$ cat src/rtl/pipe_hazard_ctrl_pkg.sv
// ---------------------------------------------------------------------------
// pipe_hazard_ctrl_pkg
// Shared types and constants for the pipeline hazard/stall scheduler:
//   hz_state_e   - scheduler FSM state (RUN / PEND / FLUSH), also exported on
//                  the debug port state_o
//   PC_*         - encodings of the fetch PC-select output
//   hz_ctrl_t    - bundle of per-stage stall/bubble controls plus pc_sel
//   src_match()  - "destination register feeds one of the decode sources"
// ---------------------------------------------------------------------------
package pipe_hazard_ctrl_pkg;

  typedef enum logic [1:0] {
    RUN   = 2'd0,
    PEND  = 2'd1,
    FLUSH = 2'd2
  } hz_state_e;

  localparam logic [1:0] PC_PRED = 2'b00;  // sequential / predicted PC
  localparam logic [1:0] PC_JUMP = 2'b01;  // decode-resolved jump target
  localparam logic [1:0] PC_EXC  = 2'b10;  // exception vector

  // Flush counter width; covers FLUSH_CYCLES in 1..7.
  localparam int CNT_W = 3;

  typedef struct packed {
    logic       f_stall;
    logic       d_stall;
    logic       e_stall;
    logic       m_stall;
    logic       d_bubble;
    logic       e_bubble;
    logic       m_bubble;
    logic       w_bubble;
    logic [1:0] pc_sel;
  } hz_ctrl_t;

  // $zero is hard-wired, so a write to it can never create a dependency.
  function automatic logic src_match(input logic [4:0] dst,
                                     input logic [4:0] src1,
                                     input logic [4:0] src2);
    return (dst != 5'd0) && ((dst == src1) || (dst == src2));
  endfunction

endpackage

$ cat src/rtl/pipe_hazard_ctrl_if.sv
// ---------------------------------------------------------------------------
// pipe_hazard_ctrl_if
// Bundle between the pipeline datapath and the hazard scheduler.
//   Datapath -> scheduler : decode sources, E/M destinations and load flags,
//                           HI/LO use, mul/div busy, decode jump, cache busy,
//                           exception pulse from M.
//   Scheduler -> datapath : F/D/E/M stalls, D/E/M/W bubbles, fetch pc_sel.
// Modports:
//   master - the pipeline datapath (drives hazard sources, consumes controls)
//   slave  - the scheduler (pipe_hazard_ctrl)
// ---------------------------------------------------------------------------
interface pipe_hazard_ctrl_if;

  logic [4:0] d_src1;
  logic [4:0] d_src2;
  logic [4:0] e_dst;
  logic [4:0] m_dst;
  logic       e_isLoad;
  logic       m_isLoad;
  logic       d_useHiLo;
  logic       md_busy;
  logic       d_jump;
  logic       i_busy;
  logic       d_busy;
  logic       exception;

  logic       F_stall;
  logic       D_stall;
  logic       E_stall;
  logic       M_stall;
  logic       D_bubble;
  logic       E_bubble;
  logic       M_bubble;
  logic       W_bubble;
  logic [1:0] pc_sel;

  modport master (
    output d_src1, d_src2, e_dst, m_dst, e_isLoad, m_isLoad, d_useHiLo,
           md_busy, d_jump, i_busy, d_busy, exception,
    input  F_stall, D_stall, E_stall, M_stall,
           D_bubble, E_bubble, M_bubble, W_bubble, pc_sel
  );

  modport slave (
    input  d_src1, d_src2, e_dst, m_dst, e_isLoad, m_isLoad, d_useHiLo,
           md_busy, d_jump, i_busy, d_busy, exception,
    output F_stall, D_stall, E_stall, M_stall,
           D_bubble, E_bubble, M_bubble, W_bubble, pc_sel
  );

endinterface

$ cat src/rtl/pipe_hazard_ctrl_hazard_detect.sv
// ---------------------------------------------------------------------------
// hazard_detect
// Purely combinational decode-stage data hazard detection. Also used by the
// issue checker, so it carries no state and no clock.
//   d_src1_i/d_src2_i  decode source registers
//   e_dst_i/m_dst_i    destination registers in E and M
//   e_is_load_i/m_is_load_i  E/M instruction is a load
//   d_use_hilo_i       decode instruction reads HI/LO
//   md_busy_i          multiplier/divider still computing
//   lu_o               load-use hazard
//   hl_o               HI/LO hazard
// Parameter M_LOAD_HAZARD=1 also treats a load in M as a load-use source
// (dcache returns data late in that configuration).
// ---------------------------------------------------------------------------
module hazard_detect
  import pipe_hazard_ctrl_pkg::*;
#(
  parameter bit M_LOAD_HAZARD = 1'b0
) (
  input  logic [4:0] d_src1_i,
  input  logic [4:0] d_src2_i,
  input  logic [4:0] e_dst_i,
  input  logic [4:0] m_dst_i,
  input  logic       e_is_load_i,
  input  logic       m_is_load_i,
  input  logic       d_use_hilo_i,
  input  logic       md_busy_i,
  output logic       lu_o,
  output logic       hl_o
);

  logic e_lu;
  logic m_lu;

  assign e_lu = e_is_load_i && src_match(e_dst_i, d_src1_i, d_src2_i);
  assign m_lu = M_LOAD_HAZARD && m_is_load_i
                && src_match(m_dst_i, d_src1_i, d_src2_i);

  assign lu_o = e_lu || m_lu;
  assign hl_o = d_use_hilo_i && md_busy_i;

endmodule

$ cat src/rtl/pipe_hazard_ctrl.sv
// ---------------------------------------------------------------------------
// pipe_hazard_ctrl
// Central stall/bubble scheduler for the 5-stage MIPS pipeline.
// Ports:
//   clk, resetn  clock, asynchronous active-low reset
//   hz           pipe_hazard_ctrl_if.slave: hazard sources in, per-stage
//                stall/bubble controls and fetch pc_sel out
//   state_o      scheduler state (debug): 0 RUN, 1 PEND, 2 FLUSH
//   perf_lu, perf_mem, perf_flush  (only with HAZARD_PERF_EN defined)
//                32-bit wrap-around counts of load-use/HI-LO stall cycles,
//                memory-wait cycles and FLUSH cycles
// Parameters:
//   FLUSH_CYCLES   cycles FLUSH holds D/E/M bubbles (1..7)
//   M_LOAD_HAZARD  1 = a load in M also causes a load-use stall
// Controls are combinational from the registered state and current inputs.
// An exception raised while a cache is waiting is parked in PEND and flushed
// once memory is idle, so the redirect never races an outstanding access.
// ---------------------------------------------------------------------------
module pipe_hazard_ctrl
  import pipe_hazard_ctrl_pkg::*;
#(
  parameter int unsigned FLUSH_CYCLES  = 1,
  parameter bit          M_LOAD_HAZARD = 1'b0
) (
  input  logic                  clk,
  input  logic                  resetn,
  pipe_hazard_ctrl_if.slave     hz,
  output logic [1:0]            state_o
`ifdef HAZARD_PERF_EN
  ,
  output logic [31:0]           perf_lu,
  output logic [31:0]           perf_mem,
  output logic [31:0]           perf_flush
`endif
);

  localparam logic [CNT_W-1:0] CNT_INIT = CNT_W'(FLUSH_CYCLES - 1);
  localparam logic [CNT_W-1:0] CNT_ONE  = CNT_W'(1);

  hz_state_e        state_q;
  logic [CNT_W-1:0] cnt_q;
  logic             mem_wait;
  logic             lu;
  logic             hl;
  hz_ctrl_t         ctrl;

  hazard_detect #(
    .M_LOAD_HAZARD(M_LOAD_HAZARD)
  ) u_hazard_detect (
    .d_src1_i    (hz.d_src1),
    .d_src2_i    (hz.d_src2),
    .e_dst_i     (hz.e_dst),
    .m_dst_i     (hz.m_dst),
    .e_is_load_i (hz.e_isLoad),
    .m_is_load_i (hz.m_isLoad),
    .d_use_hilo_i(hz.d_useHiLo),
    .md_busy_i   (hz.md_busy),
    .lu_o        (lu),
    .hl_o        (hl)
  );

  assign mem_wait = hz.i_busy || hz.d_busy;

  // NOTE: the reset branch sits in the sensitivity list with negedge resetn,
  // so state clears immediately, not at the next clock edge.
  // NOTE: non-blocking assignments keep every register updating from the
  // pre-edge values, independent of statement order.
  always_ff @(posedge clk or negedge resetn) begin
    if (!resetn) begin
      state_q <= RUN;
      cnt_q   <= '0;
    end else begin
      unique case (state_q)
        RUN: begin
          if (hz.exception) begin
            if (mem_wait) begin
              state_q <= PEND;
            end else begin
              state_q <= FLUSH;
              cnt_q   <= CNT_INIT;
            end
          end
        end
        PEND: begin
          // Exceptions arriving here are dropped: one is already queued.
          if (!mem_wait) begin
            state_q <= FLUSH;
            cnt_q   <= CNT_INIT;
          end
        end
        FLUSH: begin
          if (cnt_q == '0) begin
            state_q <= RUN;
          end else begin
            cnt_q <= cnt_q - CNT_ONE;
          end
        end
        default: begin
          state_q <= RUN;
          cnt_q   <= '0;
        end
      endcase
    end
  end

  // Priority mux. Every stage gets either a stall or a bubble, never both.
  // NOTE: ctrl gets a full default before the if-chain so no path leaves a
  // field unassigned, which would otherwise infer a latch.
  always_comb begin
    ctrl        = '0;
    ctrl.pc_sel = PC_PRED;
    if (!resetn) begin
      // Held in reset: drain everything, hold nothing.
      ctrl.d_bubble = 1'b1;
      ctrl.e_bubble = 1'b1;
      ctrl.m_bubble = 1'b1;
      ctrl.w_bubble = 1'b1;
    end else if (state_q == FLUSH) begin
      // W keeps the excepting instruction's predecessors; only redirect once.
      ctrl.d_bubble = 1'b1;
      ctrl.e_bubble = 1'b1;
      ctrl.m_bubble = 1'b1;
      ctrl.pc_sel   = (cnt_q == CNT_INIT) ? PC_EXC : PC_PRED;
    end else if (mem_wait) begin
      // Freeze the whole front of the pipe; W must not retire M twice.
      ctrl.f_stall  = 1'b1;
      ctrl.d_stall  = 1'b1;
      ctrl.e_stall  = 1'b1;
      ctrl.m_stall  = 1'b1;
      ctrl.w_bubble = 1'b1;
    end else if ((state_q == RUN) && hz.exception) begin
      // Memory idle: redirect in the same cycle the exception commits.
      ctrl.d_bubble = 1'b1;
      ctrl.e_bubble = 1'b1;
      ctrl.m_bubble = 1'b1;
      ctrl.pc_sel   = PC_EXC;
    end else if (lu || hl) begin
      // The stalled decode instruction re-presents its jump next cycle.
      ctrl.f_stall  = 1'b1;
      ctrl.d_stall  = 1'b1;
      ctrl.e_bubble = 1'b1;
    end else if (hz.d_jump) begin
      // Delay slot is already in F, so no bubble is needed.
      ctrl.pc_sel = PC_JUMP;
    end
  end

  assign hz.F_stall  = ctrl.f_stall;
  assign hz.D_stall  = ctrl.d_stall;
  assign hz.E_stall  = ctrl.e_stall;
  assign hz.M_stall  = ctrl.m_stall;
  assign hz.D_bubble = ctrl.d_bubble;
  assign hz.E_bubble = ctrl.e_bubble;
  assign hz.M_bubble = ctrl.m_bubble;
  assign hz.W_bubble = ctrl.w_bubble;
  assign hz.pc_sel   = ctrl.pc_sel;
  assign state_o     = state_q;

`ifdef HAZARD_PERF_EN
  logic        rule_mem;
  logic        rule_lu;
  logic [31:0] perf_lu_q;
  logic [31:0] perf_mem_q;
  logic [31:0] perf_flush_q;

  assign rule_mem = (state_q != FLUSH) && mem_wait;
  assign rule_lu  = (state_q != FLUSH) && !mem_wait
                    && !((state_q == RUN) && hz.exception) && (lu || hl);

  always_ff @(posedge clk or negedge resetn) begin
    if (!resetn) begin
      perf_lu_q    <= '0;
      perf_mem_q   <= '0;
      perf_flush_q <= '0;
    end else begin
      if (rule_lu)           perf_lu_q    <= perf_lu_q + 32'd1;
      if (rule_mem)          perf_mem_q   <= perf_mem_q + 32'd1;
      if (state_q == FLUSH)  perf_flush_q <= perf_flush_q + 32'd1;
    end
  end

  assign perf_lu    = perf_lu_q;
  assign perf_mem   = perf_mem_q;
  assign perf_flush = perf_flush_q;
`endif

endmodule
$ cat src/flat_wrapper.sv
// flat-port wrapper written by rule: the top's interface ports become plain ports
module pipe_hazard_ctrl_flat import pipe_hazard_ctrl_pkg::*;
#(
  parameter int unsigned FLUSH_CYCLES  = 1,
  parameter bit          M_LOAD_HAZARD = 1'b0
)
  (clk, resetn, state_o, hz_d_src1, hz_d_src2, hz_e_dst, hz_m_dst, hz_e_isLoad, hz_m_isLoad, hz_d_useHiLo, hz_md_busy, hz_d_jump, hz_i_busy, hz_d_busy, hz_exception, hz_F_stall, hz_D_stall, hz_E_stall, hz_M_stall, hz_D_bubble, hz_E_bubble, hz_M_bubble, hz_W_bubble, hz_pc_sel);
  pipe_hazard_ctrl_if hz_i ();
  input  logic clk;
  input  logic resetn;
  output logic [1:0] state_o;
  input wire logic [$bits(hz_i.d_src1)-1:0] hz_d_src1;
  input wire logic [$bits(hz_i.d_src2)-1:0] hz_d_src2;
  input wire logic [$bits(hz_i.e_dst)-1:0] hz_e_dst;
  input wire logic [$bits(hz_i.m_dst)-1:0] hz_m_dst;
  input wire logic [$bits(hz_i.e_isLoad)-1:0] hz_e_isLoad;
  input wire logic [$bits(hz_i.m_isLoad)-1:0] hz_m_isLoad;
  input wire logic [$bits(hz_i.d_useHiLo)-1:0] hz_d_useHiLo;
  input wire logic [$bits(hz_i.md_busy)-1:0] hz_md_busy;
  input wire logic [$bits(hz_i.d_jump)-1:0] hz_d_jump;
  input wire logic [$bits(hz_i.i_busy)-1:0] hz_i_busy;
  input wire logic [$bits(hz_i.d_busy)-1:0] hz_d_busy;
  input wire logic [$bits(hz_i.exception)-1:0] hz_exception;
  output wire logic [$bits(hz_i.F_stall)-1:0] hz_F_stall;
  output wire logic [$bits(hz_i.D_stall)-1:0] hz_D_stall;
  output wire logic [$bits(hz_i.E_stall)-1:0] hz_E_stall;
  output wire logic [$bits(hz_i.M_stall)-1:0] hz_M_stall;
  output wire logic [$bits(hz_i.D_bubble)-1:0] hz_D_bubble;
  output wire logic [$bits(hz_i.E_bubble)-1:0] hz_E_bubble;
  output wire logic [$bits(hz_i.M_bubble)-1:0] hz_M_bubble;
  output wire logic [$bits(hz_i.W_bubble)-1:0] hz_W_bubble;
  output wire logic [$bits(hz_i.pc_sel)-1:0] hz_pc_sel;
  assign hz_i.d_src1 = hz_d_src1;
  assign hz_i.d_src2 = hz_d_src2;
  assign hz_i.e_dst = hz_e_dst;
  assign hz_i.m_dst = hz_m_dst;
  assign hz_i.e_isLoad = hz_e_isLoad;
  assign hz_i.m_isLoad = hz_m_isLoad;
  assign hz_i.d_useHiLo = hz_d_useHiLo;
  assign hz_i.md_busy = hz_md_busy;
  assign hz_i.d_jump = hz_d_jump;
  assign hz_i.i_busy = hz_i_busy;
  assign hz_i.d_busy = hz_d_busy;
  assign hz_i.exception = hz_exception;
  assign hz_F_stall = hz_i.F_stall;
  assign hz_D_stall = hz_i.D_stall;
  assign hz_E_stall = hz_i.E_stall;
  assign hz_M_stall = hz_i.M_stall;
  assign hz_D_bubble = hz_i.D_bubble;
  assign hz_E_bubble = hz_i.E_bubble;
  assign hz_M_bubble = hz_i.M_bubble;
  assign hz_W_bubble = hz_i.W_bubble;
  assign hz_pc_sel = hz_i.pc_sel;
  pipe_hazard_ctrl #(.FLUSH_CYCLES(FLUSH_CYCLES), .M_LOAD_HAZARD(M_LOAD_HAZARD)) u_core (.clk(clk), .resetn(resetn), .hz(hz_i), .state_o(state_o));
endmodule
$ cat config.mk
export PLATFORM = sky130hd
export DESIGN_NAME = pipe_hazard_ctrl_flat
export DESIGN_NICKNAME = d
export VERILOG_FILES = /design/src/rtl/pipe_hazard_ctrl_pkg.sv /design/src/rtl/pipe_hazard_ctrl_if.sv /design/src/rtl/pipe_hazard_ctrl_hazard_detect.sv /design/src/rtl/pipe_hazard_ctrl.sv /design/src/flat_wrapper.sv
export SDC_FILE = /design/constraint.sdc
export NUM_CORES = 1
export LEC_CHECK = 0
export ABC_AREA = 1
export CAP_MARGIN = 10
export CORE_MARGIN = 1.5
export CORE_UTILIZATION = 36
export CTS_BUF_LIST = sky130_fd_sc_hd__clkbuf_8
export DETAILED_ROUTE_END_ITERATION = 8
export PLACE_DENSITY = 0.87
export SLEW_MARGIN = 10
export SYNTH_ARGS = -nofsm -noshare
export SYNTH_HDL_FRONTEND = slang
export SYNTH_SLANG_ARGS = --single-unit
$ cat constraint.sdc
create_clock -name clk -period 1.6 [get_ports clk]
set_input_delay 0.16 -clock clk [delete_from_list [all_inputs] [get_ports clk]]
set_output_delay 0.16 -clock clk [all_outputs]
set_load 0.1 [all_outputs]
==> impl_metrics.tcl <==
set metrics [dict create \
    rsz0062_at_grt "yes" \
    fin_ws_ns -0.2406 \
    synth-edff-count 0 \
    ys_seq_area_share_pct 20.24 \
    start_util_pct 39.65 \
    violations "DRC, setup timing" \
    fin_skew_ns 0.001243 \
    synthCells 110 \
    rows 14 \
    cts_hold_buffers 0 \
    max-slew-margin-rel_pct 79.49 \
    r2r_cells 9 \
    yosysTopAreaCellShare_pct 20.24 \
    cts_tree "yes" \
    synth_compound_area_share_pct 6.680 \
    outcome "finished with violations" \
    path_class "in2out" \
    syn_nets 142 \
    critPathMaxFanout 4 \
    post-route-util_pct 90.93 \
    drt_iter0_drc 42 \
    grt_pass1_vias 995 \
    postPlaceCellArea_um2 1266 \
    grt_most_used_layer "met2" \
    pin_count 42 \
    p_seq_share_pct 13.6 \
    post-route-period-util_pct 115.0 \
    synth_area_leaders "dfrtp_1 20%, nand2_1 19%, inv_1 16%" \
    final_cell_area_um2 1418 \
    route.detailed.drc 4 \
    cts.path.max_buffers 2 \
    worstSetupEndpointType "primary output" \
    ant_nets 0 \
    cp.arrival_ns 1.68 \
    synth-xor-area-share_pct 4.251 \
    wl_per_cell_um 18.83 \
    required_ns 1.44 \
    holdCritPathClass "in2async" \
    clk_transition_reported_paths_ns 0.04 \
    fin_setup_tns_ns -1.068 \
    synthTopCellsByCount "32 x nand2_1, 27 x inv_1, 15 x nor2_1, 5 x dfrtp_1, 4 x nand3_1" \
    synth_top_family_by_area "simple AND/OR/NAND/NOR gates" \
    clock-sinks 5 \
    fmax_mhz 543.3 \
    p_leak_nw 0.7401 \
    ys.warnings.count 0 \
    synth_cell_type_count 20 \
    grt_max_degree 7 \
    r2r-end "u_core.cnt_q[2]$_DFFE_PN0P_" \
    peakVddDrop_mv 1.006 \
    grt_remaining_overflow 0 \
    powerDensity_nw_per_um2 1162 \
    coreArea_um2 1559 \
    grt_usage_pct 34.01 \
    synthMuxAreaShare_pct 0 \
    grt_use_met3_pct 10.61 \
    syn_to_final_growth_pct 129.4 \
    synth_most_common_cell "nand2_1" \
    hpwlAfterDp_mm 1.814 \
    clk-insertion-delay-late_ns 0.22 \
    hold_violations 0 \
    swShare_pct 50.99 \
    antenna_found_initial 0 \
    grt_first_pass_wirelength_mm 4.540 \
    dieArea_um2 1974 \
    finalWirelength_mm 3.389 \
    cell_internal_pwr_w 0.0008072 \
    met1_usage_pct 31.49 \
    place.gp.congestion 0.8547 \
    reg2reg_slack_ns 0.12 \
    cts_root_buf "clkbuf_8" \
    grt_use_met2_pct 60.29 \
    synth_fa_ha_area_share_pct 4.049 \
    period_minus_slack_ns 1.841 \
    async_flop_share_pct 100.0 \
    combPwrFrac_pct 72.9 \
    syn_area_um2 618.1 \
    drv_slew 0 \
    pwr-share-clk_pct 13.5 \
    switchingPower_w 0.0008399 \
    r2r-start "u_core.state_o[1]$_DFFE_PN0P_" \
    layout.nets 197 \
    yosys.area.top_type "dfrtp_1" \
    drive_above_1_share_pct 42.07 \
    power_w 0.001647 \
    setup_viol_count_final 9 \
    viasPerCell 5.550 \
    dr.pass1.iters 8 \
    maxCapViolations 0 \
    vias 999 \
    syn_area_per_cell_um2 5.619 \
    synthSimpleGateAreaFrac_pct 44.13 \
    synth_seq_cells 5 \
    cts_buffers 3 \
    tightest_slew_ns 0.3073 \
    port_buffers 35 \
    die_x_um 44.44 \
    die_height_um 44.44 \
    num_antenna_cells 0 \
    htree_levels 1 \
    start_kind "primary input" \
    ys.flop_type "dfrtp_1" \
]
-- worst max path at each step --
stage | start | endpoint | slack, ns | depth (start not counted)
6_report | hz_e_dst[4] | hz_D_stall | -0.24 | 12
5_1_grt | hz_e_dst[4] | hz_F_stall | -0.33 | 12
4_1_cts | u_core.state_o[0]$_DFFE_PN0P_ | hz_D_stall | -0.12 | 7
3_5_place_dp | hz_e_dst[4] | hz_D_stall | -0.40 | 12
3_3_place_gp | hz_e_dst[0] | hz_F_stall | -0.23 | 12
2_1_floorplan | u_core.state_o[1]$_DFFE_PN0P_ | hz_E_bubble | -0.70 | 8
-- power by group through the flow --
stage	Sequential [W]	Combinational [W]	Clock, W
after floorplan	0.000322	0.000597	0
after CTS	0.000221	0.00111	0.000227
after global placement	0.000219	0.00104	0
after global routing	0.000227	0.00126	0.000237
final	0.000224	0.00120	0.000222
after detailed placement	0.000222	0.00108	0
-- area by class of cell --
cell class | instances | area (um2)
Clock buffer | 3 | 41.29
Clock inverter | 1 | 3.754
Fill cell | 58 | 141.4
Inverter | 28 | 117.6
Multi-Input combinational cell | 74 | 488.0
Sequential cell | 5 | 132.6
Tap cell | 16 | 20.02
Timing Repair Buffer | 53 | 614.3
-- registers in the layout (all words and copies together) (netlist names) --
register	count
u_core.cnt_q	3
u_core.state_o	2
-- logic make-up after synthesis --
group,count (synthesis)
fa+ha+maj,2
flops,5
xor+xnor,3
compound gates,7
buf+inv,31
simple gates,62
-- per-stage QoR --
stage | setup slack, ns | cells | hold slack (ns)
after CTS | -0.1220 | 177 | 0.2554
after global placement | -0.2320 | 170 | 0.4581
after detailed placement | -0.4031 | 170 | 0.4641
final | -0.2406 | 180 | 0.2642
after global routing | -0.3298 | 180 | 0.2832
after floorplan | -0.6967 | 110 | -0.1356
-- worst max-delay path, cell delays in order --
cell and delay (ns):
dlygate4sd2_1 0.31, inv_2 0.08, nand2_1 0.12, nand2_2 0.08
nor2_2 0.12, nand3_1 0.12, nand2_1 0.12, nand2_2 0.10
nand3_4 0.10, nand2_4 0.07, clkinvlp_4 0.12, buf_12 0.18
-- layer usage --
layer | vias to the layer above | wire length (um)
met5 | - | 0
met4 | 0 | 322
met3 | 39 | 247
met2 | 83 | 1768
met1 | 447 | 1050
li1 | 430 | -
-- layout by cell type, fill, tap and decap left out, types with 2 or more instances in the layout --
master,count
inv_2,5
nor2_2,4
dlygate4sd2_1,13
nor3_1,2
buf_4,12
nor2_1,8
nor2_4,6
ha_1,2
dfrtp_4,2
inv_1,20
nand2_2,7
nand2_1,25
inv_4,2
buf_6,6
clkbuf_8,3
clkdlybuf4s50_1,9
buf_12,12
xnor2_1,2
clkinvlp_4,2
nand3_1,2
nand2_4,2
dfrtp_1,3
-- timing repair --
item	CTS	global route
resized for setup	24	14
pin swaps	18	3
endpoints found under the setup margin	9	9
setup buffers	3	3
No activity file was read; power rests on OpenSTA's default activity.
